[src/rtl/md_bus_resolver.sv]
// md_bus_resolver: merges NDRV active-low-enabled drivers into one resolved bus.
// Resolution can be wired-OR, open-drain wired-AND or fixed priority.
// Includes a bus keeper with optional decay to IDLE_VAL when the bus is not driven.
// Also detects contention, with a sticky flag, a saturating counter and first-event capture.
module md_bus_resolver #(
    parameter int             NDRV        = 4,
    parameter int             W           = 16,
    parameter int             MODE        = 0,
    parameter int             HOLD_CYCLES = 0,
    parameter logic [W-1:0]   IDLE_VAL    = '1,
    parameter int             CNT_W       = 16
) (
    input  logic              MCLK,
    input  logic              SRES,
    input  logic [NDRV*W-1:0] drv_o,
    input  logic [NDRV-1:0]   drv_d,
    input  logic              clr,
    output logic [W-1:0]      bus,
    output logic              bus_driven,
    output logic              contention,
    output logic              contention_sticky,
    output logic [CNT_W-1:0]  contention_count,
    output logic [NDRV-1:0]   first_mask,
    output logic [W-1:0]      first_val
);

    // The idle counter only needs to reach HOLD_CYCLES-1; beyond that it just saturates
    localparam int             IW        = (HOLD_CYCLES < 1) ? 1 : $clog2(HOLD_CYCLES + 1);
    localparam logic [IW-1:0]  HOLD_LAST = IW'((HOLD_CYCLES > 0) ? HOLD_CYCLES - 1 : 0);

    logic [NDRV-1:0]  enabled;
    logic [W-1:0]     resolved;
    logic [W-1:0]     ref_val;
    logic [W-1:0]     drv_val;
    logic             first_seen;
    logic             differ;

    logic [W-1:0]     keeper_q,     keeper_d;
    logic [IW-1:0]    idle_cnt_q,   idle_cnt_d;
    logic             sticky_q,     sticky_d;
    logic [CNT_W-1:0] count_q,      count_d;
    logic [NDRV-1:0]  first_mask_q, first_mask_d;
    logic [W-1:0]     first_val_q,  first_val_d;

    // Resolve the enabled drivers and detect disagreement among them (released drivers are ignored)
    always_comb begin
        enabled    = ~drv_d;
        resolved   = (MODE == 1) ? {W{1'b1}} : {W{1'b0}};
        ref_val    = '0;
        drv_val    = '0;
        first_seen = 1'b0;
        differ     = 1'b0;
        for (int i = 0; i < NDRV; i++) begin
            if (enabled[i]) begin
                drv_val = drv_o[i*W +: W];
                if (MODE == 0) begin
                    resolved = resolved | drv_val;
                end else if (MODE == 1) begin
                    resolved = resolved & drv_val;
                end else if (!first_seen) begin
                    resolved = drv_val;
                end
                if (!first_seen) begin
                    ref_val    = drv_val;
                    first_seen = 1'b1;
                end else if (drv_val != ref_val) begin
                    differ = 1'b1;
                end
            end
        end
        bus_driven = first_seen;
        contention = differ;
        bus        = first_seen ? resolved : keeper_q;
    end

    // Keeper follows the driven bus and decays to IDLE_VAL after HOLD_CYCLES undriven cycles
    always_comb begin
        keeper_d   = keeper_q;
        idle_cnt_d = idle_cnt_q;
        if (bus_driven) begin
            keeper_d   = resolved;
            idle_cnt_d = '0;
        end else begin
            if (idle_cnt_q != {IW{1'b1}}) begin
                idle_cnt_d = idle_cnt_q + 1'b1;
            end
            if ((HOLD_CYCLES > 0) && (idle_cnt_q == HOLD_LAST)) begin
                keeper_d = IDLE_VAL;
            end
        end
    end

    // Contention statistics; clr beats a same-cycle contention, and capture freezes once sticky
    always_comb begin
        sticky_d     = sticky_q;
        count_d      = count_q;
        first_mask_d = first_mask_q;
        first_val_d  = first_val_q;
        if (clr) begin
            sticky_d     = 1'b0;
            count_d      = '0;
            first_mask_d = '0;
            first_val_d  = '0;
        end else if (contention) begin
            sticky_d = 1'b1;
            if (count_q != {CNT_W{1'b1}}) begin
                count_d = count_q + 1'b1;
            end
            if (!sticky_q) begin
                first_mask_d = enabled;
                first_val_d  = resolved;
            end
        end
    end

    // State registers with synchronous active-low reset taking priority over everything
    always_ff @(posedge MCLK) begin
        if (!SRES) begin
            keeper_q     <= IDLE_VAL;
            idle_cnt_q   <= '0;
            sticky_q     <= 1'b0;
            count_q      <= '0;
            first_mask_q <= '0;
            first_val_q  <= '0;
        end else begin
            keeper_q     <= keeper_d;
            idle_cnt_q   <= idle_cnt_d;
            sticky_q     <= sticky_d;
            count_q      <= count_d;
            first_mask_q <= first_mask_d;
            first_val_q  <= first_val_d;
        end
    end

    assign contention_sticky = sticky_q;
    assign contention_count  = count_q;
    assign first_mask        = first_mask_q;
    assign first_val         = first_val_q;

endmodule

[config.mk]
export PLATFORM = sky130hd
export DESIGN_NAME = md_bus_resolver
export DESIGN_NICKNAME = d
export VERILOG_FILES = /design/src/rtl/md_bus_resolver.sv
export SDC_FILE = /design/constraint.sdc
export NUM_CORES = 1
export LEC_CHECK = 0
export ABC_AREA = 1
export ABC_CLOCK_PERIOD_IN_PS = 2700
export CAP_MARGIN = 40
export CORE_MARGIN = 1.5
export CORE_UTILIZATION = 48
export CTS_CLUSTER_DIAMETER = 100
export DETAILED_ROUTE_END_ITERATION = 6
export PLACE_DENSITY = 0.82
export SLEW_MARGIN = 15
export SYNTH_ARGS = -nofsm -noshare
export SYNTH_HDL_FRONTEND = slang
export SYNTH_SLANG_ARGS = --single-unit
[constraint.sdc]
create_clock -name MCLK -period 2.7 [get_ports MCLK]
set_input_delay 0.405 -clock MCLK [delete_from_list [all_inputs] [get_ports MCLK]]
set_output_delay 0.405 -clock MCLK [all_outputs]
set_load 0.01 [all_outputs]
[Word-level counts from Yosys, hierarchy flattened]
Cells that the tools add are included.
W data, S select, Z words.
Operators by class
  add/subtract/negate cells: 1
  eq/ne operators: 4
  reductions and logical operators: 3
  bitwise gates (word level): 6
  mux-type cells: 22
Operators with widths (number)
  $mux W16: 9
  $ne A16 B16 Y1: 3
  $or A16 B16 Y16: 3
  $add A16 B1 Y16 const B: 1
  $ne A16 B16 Y1 const B: 1
  $mux W1: 13
  $not A4 Y4: 1
  $reduce_and A2 Y1: 2
  $not A1 Y1: 2
  $reduce_or A2 Y1: 1
Storage, ports and cells
  input port bits: 71
  word-level logic and storage cells: 41
  output and inout port bits: 55
  register bits after elaboration: 53

[Logic depth before layout (Yosys ltp)]
  depth in word-level cells: 13
  mapped depth: 20
  depth with buffers taken out: 16

[Worst setup path after synthesis]
No wires, ideal clock.
  path kind: input -> output
  from: in drv_d[0]
  to: out contention
  buffers on the path: 3
  required time: 2.295 ns
  stages: 12
  setup slack: 0.328 ns
  arrival time: 1.967 ns
  cell sequence: inv_2 > buf_6 > nand2_1 > ha_1 > nor4_1 > nand2_1 > nor2_1 > nor3_1 > a21oi_2 > nand2_2 > buf_6 > buf_6
On the way
  cells in the longest elaborated chain, start to end: 12
  elaborated cells between the ends (all ways): 21
  classes of those cells: eq/ne: 3; mux: 17; bitwise: 1
Ends and longest elaborated chain
  start, declared: line 16  | input logic [NDRV-1:0] drv_d,
  $not A4 Y4 *: line 47  | enabled = ~drv_d;
  $mux W16: line 54  | if (enabled[i]) begin
  $ne A16 B16 Y1: line 66  | end else if (drv_val != ref_val) begin
  $mux W1: line 66
  $mux W1: line 63  | if (!first_seen) begin
  $mux W1: line 54
  $mux W1: line 66
  $mux W1: line 63
  $mux W1: line 54
  $mux W1: line 66
  $mux W1: line 63
  $mux W1 *: line 54
  end, declared: line 20  | output logic contention,
Mark *: on every way between the ends. The rest lies on a longest branch, timed or not.

[Worst setup path in the final report]
  from: in drv_o[8]
  to: out contention
On the way
  cells in the longest elaborated chain, start to end: 11
  elaborated cells between the ends (all ways): 17
  classes of those cells: eq/ne: 3; mux: 14
Ends and longest elaborated chain
  start, declared: line 15  | input logic [NDRV*W-1:0] drv_o,
  $mux W16 *: line 54
  $ne A16 B16 Y1: line 66
  $mux W1: line 66
  $mux W1: line 63
  $mux W1: line 54
  $mux W1: line 66
  $mux W1: line 63
  $mux W1: line 54
  $mux W1: line 66
  $mux W1: line 63
  $mux W1 *: line 54
Marks and branches as above.

==> out/summary.txt <==
share of cells above drive strength 1: 14.82%
ant diodes: 0
NetSw: 0.7005 mW
leakage dissipation: 2.973 nW
final wirelength: 14510 um
Most Used Layer, Global Route: met2
Crit. End Element: primary output
peak supply drop: 0.2690 mV
Post-DP Area: 5979 sq um
Synth Register Bits: 53
Slew Limit Fails: 0
fmax: 376.9 MHz
minimum clock period: 2.653 ns
Crit path depth: 10
Syn Nets: 767
Final Net Count: 964
CTS Buf Count: 5
top cells by area, synth: dfxtp_1 (26%), nand2_1 (19%), nand3_1 (15%)
worst clock skew: 0.009170 ns
synthesized area per cell: 6.007 sq um
PwrDens: 337.1 nW/um^2
worst-margin pin slew: 0.6115 ns
Die Area: 9060 sq um
initial core utilization: 49.64%
routability congestion estimate: 0.9153
commonest register cell after synthesis: dfxtp_1
Syn Std Cell Area: 4079 sq um
Detailed Routing Iterations Pass 1: 7
Die Span Y: 95.19 um
outcome: finished, final reports clean
IO buf count: 125
internal cell power: 1.397 mW
switching part of the total: 33.40%
Req. time, crit path: 2.30 ns
Hold Path Depth: 2
M2 GR Usage: 55.32%
Clock power frac: 21.5%
Yosys Warn Count: 0
crit-path max FO: 2
CTS tree: built
Unique masters post-synth: 29
final core utilization: 75.73%
TNS Setup: 0 ns
CP peak stage delay: 0.50 ns
post-synthesis sequential area ratio: 26.01%
initial antenna violation count: 0
CP delay by family, top: buffers and inverters
Clock Tree Buf Depth: 2
DP Wirelength: 11280 um
clk_lat worst skew: 0.31 ns
power share of the combinational group: 38.7%
vias: 5377
Rel. slew slack: 59.17%
reg2reg path depth: 9
Filler Cells Inserted: 667
Hold WS: 0.4688 ns
crit path kind: in2out
worst path bufs/invs: 2
wire per inst: 14.78 um
Gate Count Post-Synth: 679
GRT Total Usage: 32.76%
worst hold path type: reg2reg
I/O pin count: 126
largest net degree at the start of global routing: 40
total gr overflow: 0
Cell Count, Final, Fillers Out: 982
crit path cell chain: clkdlybuf4s50_1 -> nand2_1 -> ha_1 -> nor4_2 -> nand2_1 -> nor2_1 -> nor3_1 -> a21oi_2 -> nand2_2 -> clkdlybuf4s15_1
Clock Sink Count: 53
CP max-delay cell: clkdlybuf4s50_1
placed cell count: 968
MaxCap Viol Count: 0
DRC violations left: 0
H-tree depth: 2
dominant cell by count in the synthesized netlist: nand2_1
FP Rows: 33
Arr. time, crit path: 2.25 ns
global-route wire length before repair: 23400 um
post-synth top area share: 26.01%
crit path launch type: input port
core footprint: 8217 sq um
register share of total power: 39.8%
vias in the first global route: 5151
crit share post-route: 98.27%
Iter 0 DRT Violations: 327
post-synthesis async set-or-reset flop share: 0%
Clock transition at path regs: 0.10 ns
Post-synth EDFFs: 0
synthesis-to-layout area growth: 52.55%
ANT nets after route: 0
vias per cell: 5.476
post-route cell area: 6222 sq um
root buffer cell: clkbuf_8
crit-path most repeated cell: nand2_1
RSZ-0062 raised after global routing: no
final setup vio count: 0
largest area contributor in the netlist: dfxtp_1
DIE WIDTH: 95.19 um
M1 GR Usage: 42.10%
Commonest cells post-synth: nand2_1 (203), nand3_1 (122), inv_1 (73)
endpoints failing hold: 0
met3 usage: 5.662%
layout make-up:
| class | count | area [sq um] | area share (%) |
|---|---|---|---|
| inverter | 77 | 289.0 | 4.645 |
| clock buffer | 5 | 68.82 | 1.106 |
| tap | 105 | 131.4 | 2.111 |
| clock inverter | 3 | 17.52 | 0.2815 |
| timing repair buffer | 222 | 2028 | 32.60 |
| sequential | 53 | 1061 | 17.05 |
| multi-input combinational | 517 | 2626 | 42.21 |
per-stage QoR:
step | setup WS (ns) | power, mW
after detailed placement | -0.4226 | 1.635
after global placement | -0.5345 | 1.617
after global routing | 0.0005318 | 2.216
final | 0.04668 | 2.098
after CTS | -0.1157 | 2.074
after floorplan | 0.3281 | 1.214
sequential cells by signal, indices dropped and copies added, names as in the netlist:
name	cells
contention_count	16
keeper_q	16
first_val	16
first_mask	4
contention_sticky	1
tightest hold or removal path, delay by kind of cell, from the launching register on:
family             cells  cell delay [ns]
DFF                    1             0.32
and+or+nand+nor        1             0.06
AOI/OAI and AO/OA      1             0.05
layout by cell type, fill, tap and decap left out, types with 2 or more instances in the layout:
cell type	Yosys	layout
nor2_1	62	60
xnor2_1	5	5
o221ai_1	11	11
nand3_1	122	121
ha_4	0	3
a21oi_1	47	47
nor4_2	0	3
nor3_1	7	7
inv_2	2	3
nor4_1	5	2
clkdlybuf4s50_1	0	101
nor2_2	0	2
clkbuf_8	0	5
nand3_2	2	3
dlygate4sd2_1	0	16
buf_6	7	3
dlymetal6s2s_1	0	5
xor2_1	9	9
nand4_1	13	13
ha_1	17	14
buf_12	0	2
o22ai_1	2	2
clkinv_2	0	2
nand2_1	203	202
clkdlybuf4s15_1	0	2
buf_4	2	91
clkinv_1	2	2
a2111oi_2	0	3
inv_1	73	72
dfxtp_1	53	53
nand2_2	5	6
power groups by stage:
stage	Sequential [mW]	Clock, mW	Combinational, mW
2_1_floorplan	0.860	0	0.354
4_1_cts	0.835	0.452	0.787
5_1_grt	0.839	0.492	0.885
6_report	0.835	0.451	0.811
3_3_place_gp	0.852	0	0.765
3_5_place_dp	0.853	0	0.781
layer usage:
metal	part of all wire [%]	wire length (um)
met1	41	5909
met2	48	7007
met3	8.5	1239
met4	2.4	355
met5	0	0
what timing repair did:
| item | 4_1_cts | 5_1_grt |
|---|---|---|
| setup endpoints to repair | 33 | 38 |
| gates cloned | 1 | 0 |
| resized for setup | 31 | 17 |
| setup buffers | 5 | 0 |
| pin swaps | 2 | 4 |
| hold buffers | 0 | 0 |
kinds of logic after synthesis:
family	Yosys count	share of synthesized area [%]
buf+inv	109	11.75
flops	53	26.01
xor+xnor	14	3.006
simple gates	421	44.60
compound gates	65	9.417
fa+ha+maj	17	5.215
final timing paths:
kind | slack (ns) | startpoint | endpoint
setup / recovery | 0.05 | drv_o[8] | contention
hold / removal | 0.47 | first_mask[2] | first_mask[2]
setup reg to reg | 0.24 | contention_count[0] | contention_count[5]
hold reg to reg | 0.47 | first_mask[2] | first_mask[2]
Note: power is estimated with default switching activity, not from simulation.
